===== config.mk =====
export PLATFORM = sky130hd
export DESIGN_NAME = array_shift_down
export DESIGN_NICKNAME = d
export VERILOG_FILES = /design/src/rtl/array_shift_down_pkg.sv /design/src/rtl/array_shift_down.sv
export SDC_FILE = /design/constraint.sdc
export NUM_CORES = 1
export LEC_CHECK = 0
export CELL_PAD_IN_SITES_DETAIL_PLACEMENT = 0
export CELL_PAD_IN_SITES_GLOBAL_PLACEMENT = 2
export CORE_ASPECT_RATIO = 0.5
export CORE_UTILIZATION = 33
export DETAILED_ROUTE_END_ITERATION = 7
export PLACE_DENSITY_LB_ADDON = 0.15
export SETUP_SLACK_MARGIN = 0.2
export SKIP_CTS_REPAIR_TIMING = 1
export SLEW_MARGIN = 5
export SYNTH_ARGS = -nofsm -noshare
export SYNTH_HDL_FRONTEND = slang
export SYNTH_SLANG_ARGS = --single-unit

===== constraint.sdc =====
create_clock -name clock -period 6.2 [get_ports clock]
set_input_delay 1.24 -clock clock [delete_from_list [all_inputs] [get_ports clock]]
set_output_delay 1.24 -clock clock [all_outputs]
set_load 0.05 [all_outputs]

===== src/rtl/array_shift_down_pkg.sv =====
// Shared types and constants for the heap array shift-down engine.
package zero_pkg;
    localparam int MemoryElementWidth = 12;
    localparam int NArea = 4;
    localparam int NArrays = 2;
    localparam int HeapDepth = NArea * NArrays;

    typedef logic [MemoryElementWidth-1:0] mem_word_t;

    typedef enum logic [2:0] {
        IDLE,
        CHECK,
        FETCH,
        CAPTURE,
        READ,
        WRITE,
        CLEAR,
        FINISH
    } shift_state_t;
endpackage


===== src/rtl/array_shift_down.sv =====
// Removes heap[base+pos], slides the tail of the array down one slot and shrinks its length.
// Define ARRAY_SHIFT_DOWN_CLEAR_EN to zero the vacated last slot before finishing.
module array_shift_down
    import zero_pkg::*;
(
    input  logic                          clock,
    input  logic                          reset,
    input  logic                          start,
    output logic                          ready,
    input  logic [MemoryElementWidth-1:0] array_in,
    input  logic [MemoryElementWidth-1:0] pos_in,
    input  logic [MemoryElementWidth-1:0] len_in,
    output logic [MemoryElementWidth-1:0] mem_addr,
    output logic                          mem_re,
    input  logic [MemoryElementWidth-1:0] mem_rdata,
    output logic                          mem_we,
    output logic [MemoryElementWidth-1:0] mem_wdata,
    output logic                          len_we,
    output logic [MemoryElementWidth-1:0] len_out,
    output logic                          done,
    output logic                          error,
    output logic [MemoryElementWidth-1:0] removed
);

    localparam mem_word_t One = mem_word_t'(1);
    localparam mem_word_t Two = mem_word_t'(2);
    localparam mem_word_t AreaSize = mem_word_t'(NArea);

`ifdef ARRAY_SHIFT_DOWN_CLEAR_EN
    localparam shift_state_t TailState = CLEAR;
`else
    localparam shift_state_t TailState = FINISH;
`endif

    shift_state_t state;
    mem_word_t    base_r;
    mem_word_t    pos_r;
    mem_word_t    len_r;
    mem_word_t    idx;
    logic         err_r;

    assign ready = (state == IDLE);

    // Sequencer: the completion flags are registered and pulse in the cycle after FINISH.
    always_ff @(posedge clock) begin
        if (reset) begin
            state   <= IDLE;
            base_r  <= '0;
            pos_r   <= '0;
            len_r   <= '0;
            idx     <= '0;
            err_r   <= 1'b0;
            done    <= 1'b0;
            error   <= 1'b0;
            len_we  <= 1'b0;
            len_out <= '0;
            removed <= '0;
        end else begin
            done   <= 1'b0;
            error  <= 1'b0;
            len_we <= 1'b0;
            case (state)
                IDLE: begin
                    if (start) begin
                        base_r <= array_in * AreaSize;
                        pos_r  <= pos_in;
                        len_r  <= len_in;
                        state  <= CHECK;
                    end
                end
                CHECK: begin
                    if (pos_r >= len_r || len_r > AreaSize) begin
                        err_r <= 1'b1;
                        state <= FINISH;
                    end else begin
                        err_r <= 1'b0;
                        state <= FETCH;
                    end
                end
                FETCH: state <= CAPTURE;
                CAPTURE: begin
                    removed <= mem_rdata;
                    idx     <= pos_r;
                    state   <= (pos_r + One < len_r) ? READ : TailState;
                end
                READ: state <= WRITE;
                WRITE: begin
                    idx   <= idx + One;
                    state <= (idx + Two < len_r) ? READ : TailState;
                end
                CLEAR: state <= FINISH;
                FINISH: begin
                    done   <= 1'b1;
                    error  <= err_r;
                    len_we <= ~err_r;
                    if (!err_r) len_out <= len_r - One;
                    state  <= IDLE;
                end
                default: state <= IDLE;
            endcase
        end
    end

    // Heap port is decoded from the state so read data lands in the following state.
    always_comb begin
        mem_re    = 1'b0;
        mem_we    = 1'b0;
        mem_addr  = '0;
        mem_wdata = '0;
        case (state)
            FETCH: begin
                mem_re   = 1'b1;
                mem_addr = base_r + pos_r;
            end
            READ: begin
                mem_re   = 1'b1;
                mem_addr = base_r + idx + One;
            end
            WRITE: begin
                mem_we    = 1'b1;
                mem_addr  = base_r + idx;
                mem_wdata = mem_rdata;
            end
            CLEAR: begin
                mem_we   = 1'b1;
                mem_addr = base_r + len_r - One;
            end
            default: ;
        endcase
    end

endmodule


---- Word-level counts from Yosys, hierarchy flattened ----
Cells that the tools add are included.
storage, ports and cells
  input port bits ......................... 51
  memory bits (writable) .................. 0
  bits in read-only memories .............. 0
  memories ................................ 0
  bits in latches ......................... 0
  output and inout bits ................... 54
  flip-flop bits (word level) ............. 77
operators by class
  shift-type cells ........................ 0
  equality and inequality tests ........... 8
  add/sub/neg operators ................... 9
  div/mod/pow operators ................... 0
  reductions and logical operators ........ 8
  multiplexer cells ....................... 12
  bitwise logic cells ..................... 2
  $mul .................................... 0
  magnitude comparators ................... 4
operator list
  cell                                                                   count
  12-bit one-hot mux with 4 select lines                                 1
  12-bit by 1-bit adder with 12-bit output, second input constant        3
  12-bit adder                                                           3
  12-bit < comparator                                                    2
  12-bit one-hot mux with 2 select lines                                 1
  3-bit one-hot mux with 8 select lines                                  1
  12-bit by 1-bit subtractor with 12-bit output, second input constant   2
  12-bit by 2-bit adder with 12-bit output, second input constant        1
  3-bit == test, second input constant                                   4
  12-bit >= comparator                                                   1
  12-bit by 3-bit > comparator with 1-bit output, second input constant  1
  12-bit 2-to-1 mux                                                      1
  3-bit by 2-bit == test with 1-bit output, second input constant        2
  3-bit 2-to-1 mux                                                       2
  2-bit OR reduction                                                     3
  1-bit 2-to-1 mux                                                       4
  2-bit 2-to-1 mux                                                       2
  2-bit AND reduction                                                    2
  3-bit by 1-bit == test with 1-bit output, second input constant        1
  3-bit logical NOT                                                      1
  2-bit inequality test, second input constant                           1
  1-bit NOT                                                              2
  2-bit nonzero test                                                     1
  1-bit logical OR                                                       1

---- Longest topological paths before layout ----
Gate-level depths: netlist (run 1).
  word-level depth ........................ 4
  mapped depth ............................ 13
  depth with buffers taken out ............ 13

---- Worst setup path before layout (run 1) ----
OpenSTA, ideal clock, no wires.
  kind .................................... reg2out
  from .................................... register idx[3]
  to ...................................... output mem_addr[7]
  setup slack ............................. 1864 ps
  arrival ................................. 3096 ps
  path buffers ............................ 1
  stages on the path, launching flop included .. 10
  cells stage by stage .................... dfxtp_1 -> clkbuf_1 -> inv_1 -> fa_1 -> xnor2_1 -> nand4_1 -> or2_2 -> nor3_1 -> xnor2_1 -> o21ai_0
on the way
  cells in the longest elaborated chain, start to end .. 3
ends and longest elaborated chain
  element                                     line                                              RTL
  from (decl)                                 array_shift_down.sv:39                            mem_word_t idx;
  from (signal assigned)                      array_shift_down.sv:83                            idx <= pos_r;
  from (signal assigned)                      array_shift_down.sv:88                            idx <= idx + One;
  12-bit adder (*)                            array_shift_down.sv:117, array_shift_down.sv:121
  12-bit by 1-bit adder with 12-bit output    array_shift_down.sv:117                           mem_addr = base_r + idx + One;
  12-bit one-hot mux with 4 select lines (*)  array_shift_down.sv:110                           case (state)
  to (decl)                                   array_shift_down.sv:13                            output logic [MemoryElementWidth-1:0] mem_addr,
Every way passes the cells marked *; elsewhere a longest branch is shown, timed or not.

---- Final worst setup path (run 1) ----
  from .................................... register len_r[1]
  to ...................................... output mem_addr[11]
on the way
  cells in the longest elaborated chain, start to end .. 3
ends and longest elaborated chain
  element                                        line                     RTL
  from (decl)                                    array_shift_down.sv:38   mem_word_t len_r;
  from (signal assigned)                         array_shift_down.sv:67   len_r <= len_in;
  12-bit adder                                   array_shift_down.sv:126  mem_addr = base_r + len_r - One;
  12-bit by 1-bit subtractor with 12-bit output  array_shift_down.sv:126
  12-bit one-hot mux with 4 select lines         array_shift_down.sv:110
Every way passes these cells.

==> flow_metrics.env, run 1 <==
export IMPL_reg2reg_depth=12
export IMPL_run_status="complete, no violations"
export IMPL_share_of_cells_above_drive_strength_1=0.0503
export IMPL_worst_setup_path_end_kind="output pin"
export IMPL_pin_count_of_the_biggest_net_entering_global_routing=77
export IMPL_async_reset_ff_frac=0
export IMPL_synth_flop_cell="dfxtp_1"
export IMPL_finalHoldViolCount=0
export IMPL_die_y_um=98.2
export IMPL_slew_headroom=0.423
export IMPL_timing_critical_path_cells="inv_1 -> ha_1 -> fa_1 -> a21o_1 -> a21oi_1 -> o21bai_1 -> a21oi_1 -> o21ai_0 -> xnor2_1 -> o221ai_1 -> clkdlybuf4s50_1"
export IMPL_worst_hold_path_num_cells=2
export IMPL_cp_slowest_stage_delay_ns=0.85
export IMPL_finalWeightedCongestion=0.859
export IMPL_dr_total_vias=5932
export IMPL_chipWidth_um=194
export IMPL_syn_num_nets=929
export IMPL_sw_share=0.477
export IMPL_final_core_util=0.433
export IMPL_worstHoldStart="removed[0]"
export IMPL_synth_top_cell_area_share=0.253
export IMPL_timing_final_setup_violations=0
export IMPL_share_comb_of_total_power=0.582
export IMPL_post_route_period_util=0.847
export IMPL_hold_slack_ns=0.454
export IMPL_timing_critical_path_slowest_stage_cell="clkdlybuf4s50_1"
export IMPL_floorplan_initialDensity=0.344
export IMPL_worst_setup_path_type="register to output pin"
export IMPL_cts_clk_slew_worst_paths_ns=0.07
export IMPL_drt_iter0_markers=327
export IMPL_ys_seq_elements=77
export IMPL_critPathMostFrequentCell="a21oi_1"
export IMPL_final_setup_worst_slack_ns=0.948
export IMPL_final_period_minus_worst_setup_slack_ns=5.25
export IMPL_ctsRootBufferMaster="clkbuf_16"
export IMPL_pre_cts_slack_ns=1.34
export IMPL_worst_r2r_endpoint="state[1]"
export IMPL_rsz0062_at_grt="false"
export IMPL_cts_tree="built"
export IMPL_critical_path_startpoint_type="register"
export IMPL_grtUsageTotal=0.216
export IMPL_synth_top_area_cell="dfxtp_1"
export IMPL_critical_path_top_delay_family="compound AO/OA/AOI/OAI gates"
export IMPL_vdd_ir_drop_worst_uv=142
export IMPL_synth_warnings=0
export IMPL_clk_latency_ns=0.36
export IMPL_avgSynthCellArea_um2=7.65
export IMPL_detail_route_wl_per_cell_um=17.7
export IMPL_setup_tns_final_ns=0
export IMPL_number_of_global_route_vias_before_repair=5670
export IMPL_max_clock_path_buffers=2
export IMPL_setup_reg_to_reg_worst_slack_ns=2.89
export IMPL_detailedPlacementHpwl_um=15600
export IMPL_port_buffers=102
export IMPL_final_design_area_no_fill_mm2=0.00767
export IMPL_timing_final_max_slew_violations=0
export IMPL_pwr_share_seq=0.240
export IMPL_critical_path_peak_fanout=7
export IMPL_worstPathArrival_ns=4.01
export IMPL_hold_class="register to register"
export IMPL_diodes=0
export IMPL_power_switching_mw=1.48
export IMPL_fmaxAchievable_mhz=190
export IMPL_timing_hold_worst_endpoint="removed[0]"
export IMPL_htree_num_levels=3
export IMPL_drc_errors=0
export IMPL_cts_inserted_buffers=9
export IMPL_grt_first_pass_wirelength_um=32000
export IMPL_cp_data_required_time_ns=4.96
export IMPL_cts_sinks=77
export IMPL_rr_startpoint="idx[1]"
export IMPL_p_per_area_mw_per_mm2=404
export IMPL_synth_seq_area_share=0.253
export IMPL_core_region_area_mm2=0.0177
export IMPL_reported_max_cap_violation_count=0
export IMPL_crit_buf_inv=2
export IMPL_ios=105
export IMPL_synth_edf_count=0
export IMPL_clockPowerShare=0.177
export IMPL_grt_overflow_total=0
export IMPL_routed_wl_um=19900
export IMPL_grt_antenna_before_repair=0
export IMPL_final_setup_skew_ns=0.0111
export IMPL_count_of_distinct_cell_types_in_the_synthesized_netlist=65
export IMPL_detailedRoute_firstPassIterationCount=5
export IMPL_netlist_area_mm2=0.00610
export IMPL_intPower_mw=1.62
export IMPL_postRouteAntennaNets=0
export IMPL_dpl_cell_area_mm2=0.00737
export IMPL_area_delta_synth_final_pct=25.7
export IMPL_count_of_standard_cell_rows=34
export IMPL_synthesis_instances=798
export IMPL_synth_area_top_cells="dfxtp_1 25%, ha_1 16%, nand2_1 7.9%"
export IMPL_tightest_pin_transition_ns=0.865
export IMPL_die_area_mm2=0.0191
export IMPL_routed_via_density=5.26
export IMPL_design_final_nets=1020
export IMPL_leak_pwr_nw=3.20
worst max path at each step:
stage                   from           end  slack [ns]  cells after the start
floorplan             idx[3]   mem_addr[7]        1.86                      9
global placement    len_r[2]  mem_addr[11]        1.37                     12
detailed placement  len_r[1]  mem_addr[11]        1.34                     11
CTS                 len_r[1]  mem_addr[11]        0.93                     11
global route          idx[2]  mem_addr[11]        0.75                     11
finish              len_r[1]  mem_addr[11]        0.95                     11
area by class of cell:
cell class,instances,area (um^2)
fill,1857,10100
multi-input combinational,636,4240
sequential,77,1540
timing repair buffer,114,1110
tap,234,293
clock buffer,10,229
inverter,51,191
clock inverter,6,71.3
sequential cells by signal, summed over array words and instances, names as in the netlist:
signal   count
len_we       1
err_r        1
removed     12
len_out     12
base_r      10
len_r       12
state        3
done         1
error        1
idx         12
pos_r       12
worst register-to-register path: stages, from the launching register on:
cell and delay (ns):
dfxtp_1 0.52, ha_1 0.30, nand3_1 0.17, nor2_1 0.23
and3_1 0.28, nand3_1 0.17, xnor2_1 0.18, ha_1 0.30
nand4_1 0.11, or3_1 0.36, o2bb2ai_1 0.20, mux2i_1 0.11
a221oi_1 0.29
kinds of logic after synthesis:
kind of cell	count (synthesis)	share of synthesized area
multiplexers	6	0.00984
AO/OA/AOI/OAI	205	0.214
AND/OR/NAND/NOR	286	0.218
flip-flops	77	0.253
XOR/XNOR	59	0.0846
adder cells (fa/ha/maj)	80	0.168
buffers and inverters	85	0.0535
layout by cell type (no fill, tap or decap), types with 9 or more instances in the layout:
| master | instances |
|---|---|
| nand2_1 | 129 |
| ha_1 | 77 |
| inv_1 | 50 |
| clkbuf_16 | 9 |
| nor3_1 | 12 |
| nand4_1 | 10 |
| nand3_1 | 19 |
| a21o_1 | 28 |
| a211oi_1 | 12 |
| a21oi_1 | 91 |
| and3_1 | 17 |
| xor2_1 | 19 |
| o21ai_0 | 20 |
| clkdlybuf4s50_1 | 101 |
| xnor2_1 | 40 |
| buf_4 | 12 |
| nor2_1 | 56 |
| dfxtp_1 | 77 |
power groups by stage:
stage               Combinational (mW)  Sequential [mW]  Clock (mW)
global placement                  1.79            0.755           0
detailed placement                1.80            0.757           0
finish                            1.81            0.745       0.549
CTS                               1.81            0.746       0.564
floorplan                         1.27            0.729           0
global route                      2.00            0.766       0.587
Yosys cell counts, drive strengths merged, types with 19 or more instances:
cell / number
a21o: 29
a21oi: 91
clkbuf: 30
dfxtp: 77
ha: 77
inv: 50
nand2: 129
nand3: 19
nor2: 56
o21ai: 20
xnor2: 40
xor2: 19
metrics by stage:
step / power [mW] / std cells
final: 3.10 / 1128
after global routing: 3.35 / 1128
after CTS: 3.12 / 1128
after detailed placement: 2.55 / 1112
after global placement: 2.55 / 1112
after floorplan: 2.00 / 798
metal layers:
metal  wire (um)  part of all wire  vias up  track usage
met5           0                 0        -            0
met4         122            0.0061        0       0.0409
met3         923             0.046        9       0.0387
met2        7510              0.38      133        0.292
met1       11400              0.57     2803        0.344
li1            -                 -     2987            -
(Power assumes the default switching activity.)
==> inputs of run 2 (changes only) <==
--- a/config.mk
+++ b/config.mk
@@ -8,7 +8,7 @@
 export CELL_PAD_IN_SITES_DETAIL_PLACEMENT = 0
 export CELL_PAD_IN_SITES_GLOBAL_PLACEMENT = 2
 export CORE_ASPECT_RATIO = 0.5
-export CORE_UTILIZATION = 33
+export CORE_UTILIZATION = 31
 export DETAILED_ROUTE_END_ITERATION = 7
 export PLACE_DENSITY_LB_ADDON = 0.15
 export SETUP_SLACK_MARGIN = 0.2
==> constraint.sdc (replaced) <==
create_clock -name clock -period 4.95 [get_ports clock]
set_input_delay 0.99 -clock clock [delete_from_list [all_inputs] [get_ports clock]]
set_output_delay 0.99 -clock clock [all_outputs]
set_load 0.05 [all_outputs]
==> run 2 against run 1 <==
Effect of this change:
- die area increased by 6.4%
- combinational power increased by 31%
- first-iteration DRC count increased by 28%
- power increased by 28%
- final cell count increased by 3.5%
- non-clock buffer count increased by 16
- largest cell class unchanged
==> flow_metrics.env, run 2 (same netlist as run 1, synthesis figures left out) <==
export IMPL_hold_class="register to register"
export IMPL_worst_setup_path_type="register to output pin"
export IMPL_drc_errors=0
export IMPL_timing_critical_path_to="mem_addr[6]"
export IMPL_clk_latency_ns=0.35
export IMPL_detail_route_wl_per_cell_um=17.8
export IMPL_pin_count_of_the_biggest_net_entering_global_routing=45
export IMPL_detailedRoute_firstPassIterationCount=4
export IMPL_share_of_cells_above_drive_strength_1=0.0649
export IMPL_cts_inserted_buffers=9
export IMPL_routed_via_density=5.13
export IMPL_design_final_nets=1036
export IMPL_cts_tree="built"
export IMPL_cp_slowest_stage_delay_ns=0.86
export IMPL_diodes=0
export IMPL_sw_share=0.469
export IMPL_max_clock_path_buffers=2
export IMPL_layout_commonest_cell="nand2_1"
export IMPL_postRouteAntennaNets=0
export IMPL_routed_wl_um=20800
export IMPL_p_per_area_mw_per_mm2=508
export IMPL_count_of_standard_cell_rows=35
export IMPL_area_delta_synth_final_pct=28.5
export IMPL_ctsRootBufferMaster="clkbuf_16"
export IMPL_worstPathArrival_ns=3.48
export IMPL_critical_path_startpoint_type="register"
export IMPL_critical_path_top_delay_family="buffers and inverters"
export IMPL_power_switching_mw=1.87
export IMPL_final_period_minus_worst_setup_slack_ns=4.47
export IMPL_total_power_mw=3.98
export IMPL_run_status="complete, no violations"
export IMPL_fmaxAchievable_mhz=224
export IMPL_timing_critical_path_slowest_stage_cell="clkdlybuf4s50_1"
export IMPL_die_area_mm2=0.0203
export IMPL_vdd_ir_drop_worst_uv=184
export IMPL_rr_startpoint="idx[1]"
export IMPL_stages_on_the_worst_setup_path=11
export IMPL_port_buffers=102
export IMPL_finalHoldViolCount=0
export IMPL_floorplan_initialDensity=0.324
export IMPL_filler_cell_count=1957
export IMPL_post_place_cells=1153
export IMPL_crit_buf_inv=3
export IMPL_critical_path_peak_fanout=4
export IMPL_final_cell_mix="129 x nand2_1, 96 x clkdlybuf4s50_1, 91 x a21oi_1, 77 x ha_1, 77 x dfxtp_1"
export IMPL_detailedPlacementHpwl_um=16300
export IMPL_slew_headroom=0.355
export IMPL_layout_cells_non_filler=1168
export IMPL_finalWeightedCongestion=0.842
export IMPL_timing_critical_path_cells="inv_1 -> ha_1 -> inv_1 -> ha_1 -> a21o_1 -> a21oi_1 -> o21bai_1 -> a21o_1 -> xnor2_1 -> o221ai_1 -> clkdlybuf4s50_1"
export IMPL_worst_setup_path_end_kind="output pin"
export IMPL_worst_r2r_endpoint="state[1]"
export IMPL_setup_tns_final_ns=0
export IMPL_area_of_the_multi_input_gates_mm2=0.00424
export IMPL_htree_num_levels=3
export IMPL_share_comb_of_total_power=0.595
export IMPL_reported_max_cap_violation_count=0
export IMPL_drt_iter0_markers=418
export IMPL_cp_data_required_time_ns=3.96
export IMPL_worst_hold_path_num_cells=2
export IMPL_ios=105
export IMPL_post_route_period_util=0.903
export IMPL_reg2reg_depth=12
export IMPL_final_setup_skew_ns=0.00552
export IMPL_grt_overflow_total=0
export IMPL_number_of_global_route_vias_before_repair=5699
export IMPL_intPower_mw=2.12
export IMPL_grtUsageTotal=0.210
export IMPL_setup_reg_to_reg_worst_slack_ns=1.58
export IMPL_dr_total_vias=5990
export IMPL_core_region_area_mm2=0.0188
export IMPL_chipWidth_um=200
export IMPL_clockPowerShare=0.182
export IMPL_grt_first_pass_wirelength_um=32700
export IMPL_crit_path_start="len_r[2]"
export IMPL_cts_sinks=77
export IMPL_rsz0062_at_grt="false"
export IMPL_tightest_pin_transition_ns=0.968
export IMPL_timing_final_max_slew_violations=0
export IMPL_timing_final_setup_violations=0
export IMPL_pwr_share_seq=0.223
export IMPL_sequential_cell_area_mm2=0.00154
export IMPL_die_y_um=101
export IMPL_grt_antenna_before_repair=0
export IMPL_cts_clk_slew_worst_paths_ns=0.06
export IMPL_leak_pwr_nw=3.37
==> run 2: cell types whose count changed in the layout (fill, tap and decap cells not counted) <==
| cell | change |
|---|---|
| clkdlybuf4s50_1 | -5 |
| nor3_2 | -1 |
| inv_8 | -1 |
| dlymetal6s2s_1 | +5 |
| bufinv_16 | +1 |
| nor3_1 | +1 |
| clkinv_2 | -1 |
| buf_4 | +16 |
==> run 2: metrics by stage <==
stage | hold WS, ns | cell area (um^2) | worst slack (ns) | utilization
after detailed placement | 0.450 | 7520 | 0.529 | 0.399
final | 0.455 | 7850 | 0.482 | 0.417
after global routing | 0.475 | 7850 | 0.255 | 0.417
after CTS | 0.458 | 7830 | 0.135 | 0.416
after floorplan | 0.453 | 6100 | 0.864 | -
after global placement | 0.443 | 7520 | 0.522 | 0.399
==> run 2: how the worst min path moves through the flow <==
stage / startpoint / to / slack (ns)
floorplan: err_r / err_r / 0.45
detailed placement: removed[11] / removed[11] / 0.45
global placement: removed[4] / removed[4] / 0.44
CTS: removed[11] / removed[11] / 0.46
finish: removed[4] / removed[4] / 0.46
global route: removed[6] / removed[6] / 0.48
==> run 2: worst register-to-register path, cell delays in order, from the launching register on <==
cell	delay, ns
dfxtp_1	0.53
ha_1	0.30
nand3_1	0.16
nor2_1	0.25
and3_1	0.28
nand3_1	0.16
xnor2_1	0.18
ha_1	0.31
nand4_1	0.10
or3_1	0.35
o2bb2ai_1	0.24
mux2i_1	0.12
a221oi_1	0.28
==> run 2: power groups by stage <==
stage | combinational, mW | sequential (mW) | clock (mW)
2_1_floorplan | 1.60 | 0.913 | 0
3_3_place_gp | 2.34 | 0.902 | 0
3_5_place_dp | 2.36 | 0.904 | 0
4_1_cts | 2.37 | 0.890 | 0.749
5_1_grt | 2.63 | 0.908 | 0.773
6_report | 2.37 | 0.890 | 0.724
==> run 2: area by class of cell <==
type	instances	share of cell area
inverters	51	0.0244
repair buffers	130	0.158
clock buffers	10	0.0292
clock inverters	5	0.0108
well taps	259	0.0413
flip-flops and latches	77	0.196
multi-input cells	636	0.540
==> run 2: routing by layer <==
metal | wire length [um] | part of all wire | global-route usage
met5 | 0 | 0 | 0
met2 | 8190 | 0.39 | 0.302
met3 | 1040 | 0.050 | 0.0483
met1 | 11500 | 0.55 | 0.317
met4 | 94 | 0.0045 | 0.0358
==> inputs of run 3 (changes only) <==
==> constraint.sdc (replaced) <==
create_clock -name clock -period 4.9 [get_ports clock]
set_input_delay 0.98 -clock clock [delete_from_list [all_inputs] [get_ports clock]]
set_output_delay 0.98 -clock clock [all_outputs]
set_load 0.05 [all_outputs]
==> run 3 against run 2 <==
Effect of this change:
- wire length is 0.86% higher
- sequential share of layout area is 0.057 points higher
- core utilization is 0.12 points lower
- clock power is 9.9% lower
- global-route usage is 0.086 points lower
- combinational power hardly changed
- die area stayed put
- non-clock buffer count is 1 higher
- register-to-register slack worse by 0.13 ns
- design area is 0.29% lower
==> flow_metrics.env, run 3 (same netlist as run 1, synthesis figures left out) <==
export IMPL_run_status="complete, no violations"
export IMPL_vdd_ir_drop_worst_uv=217
export IMPL_worst_setup_path_end_kind="output pin"
export IMPL_setup_reg_to_reg_worst_slack_ns=1.45
export IMPL_diodes=0
export IMPL_cp_data_required_time_ns=3.92
export IMPL_routed_via_density=5.13
export IMPL_hold_class="register to register"
export IMPL_routed_wl_um=21000
export IMPL_ios=105
export IMPL_detailedRoute_firstPassIterationCount=7
export IMPL_total_power_mw=3.95
export IMPL_slew_headroom=0.377
export IMPL_detail_route_wl_per_cell_um=18.0
export IMPL_timing_final_setup_violations=0
export IMPL_reg2reg_depth=12
export IMPL_final_period_minus_worst_setup_slack_ns=4.44
export IMPL_grt_antenna_before_repair=0
export IMPL_hold_slack_ns=0.459
export IMPL_detailedPlacementHpwl_um=16400
export IMPL_clk_latency_ns=0.35
export IMPL_dpl_cell_area_mm2=0.00753
export IMPL_design_final_nets=1037
export IMPL_setup_tns_final_ns=0
export IMPL_finalWeightedCongestion=0.858
export IMPL_worst_setup_path_type="register to output pin"
export IMPL_tightest_pin_transition_ns=0.934
export IMPL_floorplan_initialDensity=0.324
export IMPL_ctsRootBufferMaster="clkbuf_16"
export IMPL_area_delta_synth_final_pct=28.2
export IMPL_drc_errors=0
export IMPL_max_clock_path_buffers=2
export IMPL_chipWidth_um=200
export IMPL_finalHoldViolCount=0
export IMPL_die_y_um=101
export IMPL_grt_overflow_total=0
export IMPL_global_route_peak_usage_layer="met1"
export IMPL_grt_use_met2=0.292
export IMPL_worst_r2r_endpoint="state[1]"
export IMPL_final_design_area_no_fill_mm2=0.00782
export IMPL_rr_startpoint="idx[1]"
export IMPL_core_region_area_mm2=0.0188
export IMPL_worstPathArrival_ns=3.46
export IMPL_dr_total_vias=6004
export IMPL_cts_clk_slew_worst_paths_ns=0.06
export IMPL_cts_tree="built"
export IMPL_final_cell_mix="129 x nand2_1, 96 x clkdlybuf4s50_1, 91 x a21oi_1, 77 x ha_1, 77 x dfxtp_1"
export IMPL_layout_commonest_cell="nand2_1"
export IMPL_cts_inserted_buffers=9
export IMPL_grt_first_pass_wirelength_um=32600
export IMPL_drt_iter0_markers=456
export IMPL_grtUsageMet1=0.326
export IMPL_grtUsageTotal=0.209
export IMPL_timing_hold_worst_endpoint="removed[4]"
export IMPL_cts_sinks=77
export IMPL_pin_count_of_the_biggest_net_entering_global_routing=45
export IMPL_rsz0062_at_grt="false"
export IMPL_worst_hold_path_num_cells=2
export IMPL_count_of_standard_cell_rows=35
export IMPL_grt_use_met3=0.0386
export IMPL_critical_path_startpoint_type="register"
export IMPL_worstHoldStart="removed[4]"
export IMPL_share_of_cells_above_drive_strength_1=0.0681
export IMPL_postRouteAntennaNets=0
export IMPL_reported_max_cap_violation_count=0
export IMPL_die_area_mm2=0.0203
export IMPL_number_of_global_route_vias_before_repair=5706
export IMPL_p_per_area_mw_per_mm2=505
export IMPL_post_route_period_util=0.905
export IMPL_final_setup_skew_ns=0.00577
export IMPL_htree_num_levels=3
export IMPL_port_buffers=102
export IMPL_critical_path_peak_fanout=4
export IMPL_fmaxAchievable_mhz=225
export IMPL_timing_final_max_slew_violations=0
export IMPL_leak_pwr_nw=3.35
## run 3: per-stage QoR
stage / setup slack [ns] / utilization / cells
final: 0.464 / 0.415 / 1170
after detailed placement: 0.477 / 0.400 / 1154
after global placement: 0.474 / 0.400 / 1154
after global routing: 0.240 / 0.415 / 1170
after floorplan: 0.824 / - / 798
after CTS: 0.0892 / 0.415 / 1170
## run 3: where the power goes
group | internal (mW) | total, mW | switching, mW
Combinational | 0.956 | 2.39 | 1.43
Sequential | 0.736 | 0.910 | 0.174
Clock | 0.349 | 0.652 | 0.303
Total | 2.04 | 3.95 | 1.91
## run 3: layer usage
metal  vias up  wire length [um]
li1       3027                 -
met1      2816             11800
met2       150              8120
met3        11               974
met4         0               154
met5         -                 0
## run 3: worst max-delay path, cell delays in order (launching register included)
cell and delay [ns]:
dfxtp_1 0.39, inv_1 0.13, ha_1 0.29, inv_1 0.06, ha_1 0.26, a21o_1 0.18, a21oi_1 0.25, o21bai_1 0.10
a21o_1 0.23, xnor2_1 0.15, o221ai_1 0.20, clkdlybuf4s50_1 0.87
## run 3: how the worst max path moves through the flow
stage | startpoint | endpoint | slack, ns | depth (start not counted)
final | len_r[2] | mem_addr[6] | 0.46 | 11
after global routing | len_r[2] | mem_addr[6] | 0.24 | 11
after CTS | base_r[2] | mem_addr[11] | 0.09 | 11
after detailed placement | base_r[2] | mem_addr[11] | 0.48 | 11
after global placement | base_r[2] | mem_addr[11] | 0.47 | 11
after floorplan | idx[3] | mem_addr[7] | 0.82 | 9
## run 3: layout make-up
class | instances | area [um^2]
Fill cell | 1985 | 11000
Multi-Input combinational cell | 636 | 4240
Clock buffer | 9 | 225
Sequential cell | 77 | 1540
Timing Repair Buffer | 131 | 1250
Tap cell | 259 | 324
Clock inverter | 7 | 58.8
Inverter | 51 | 191
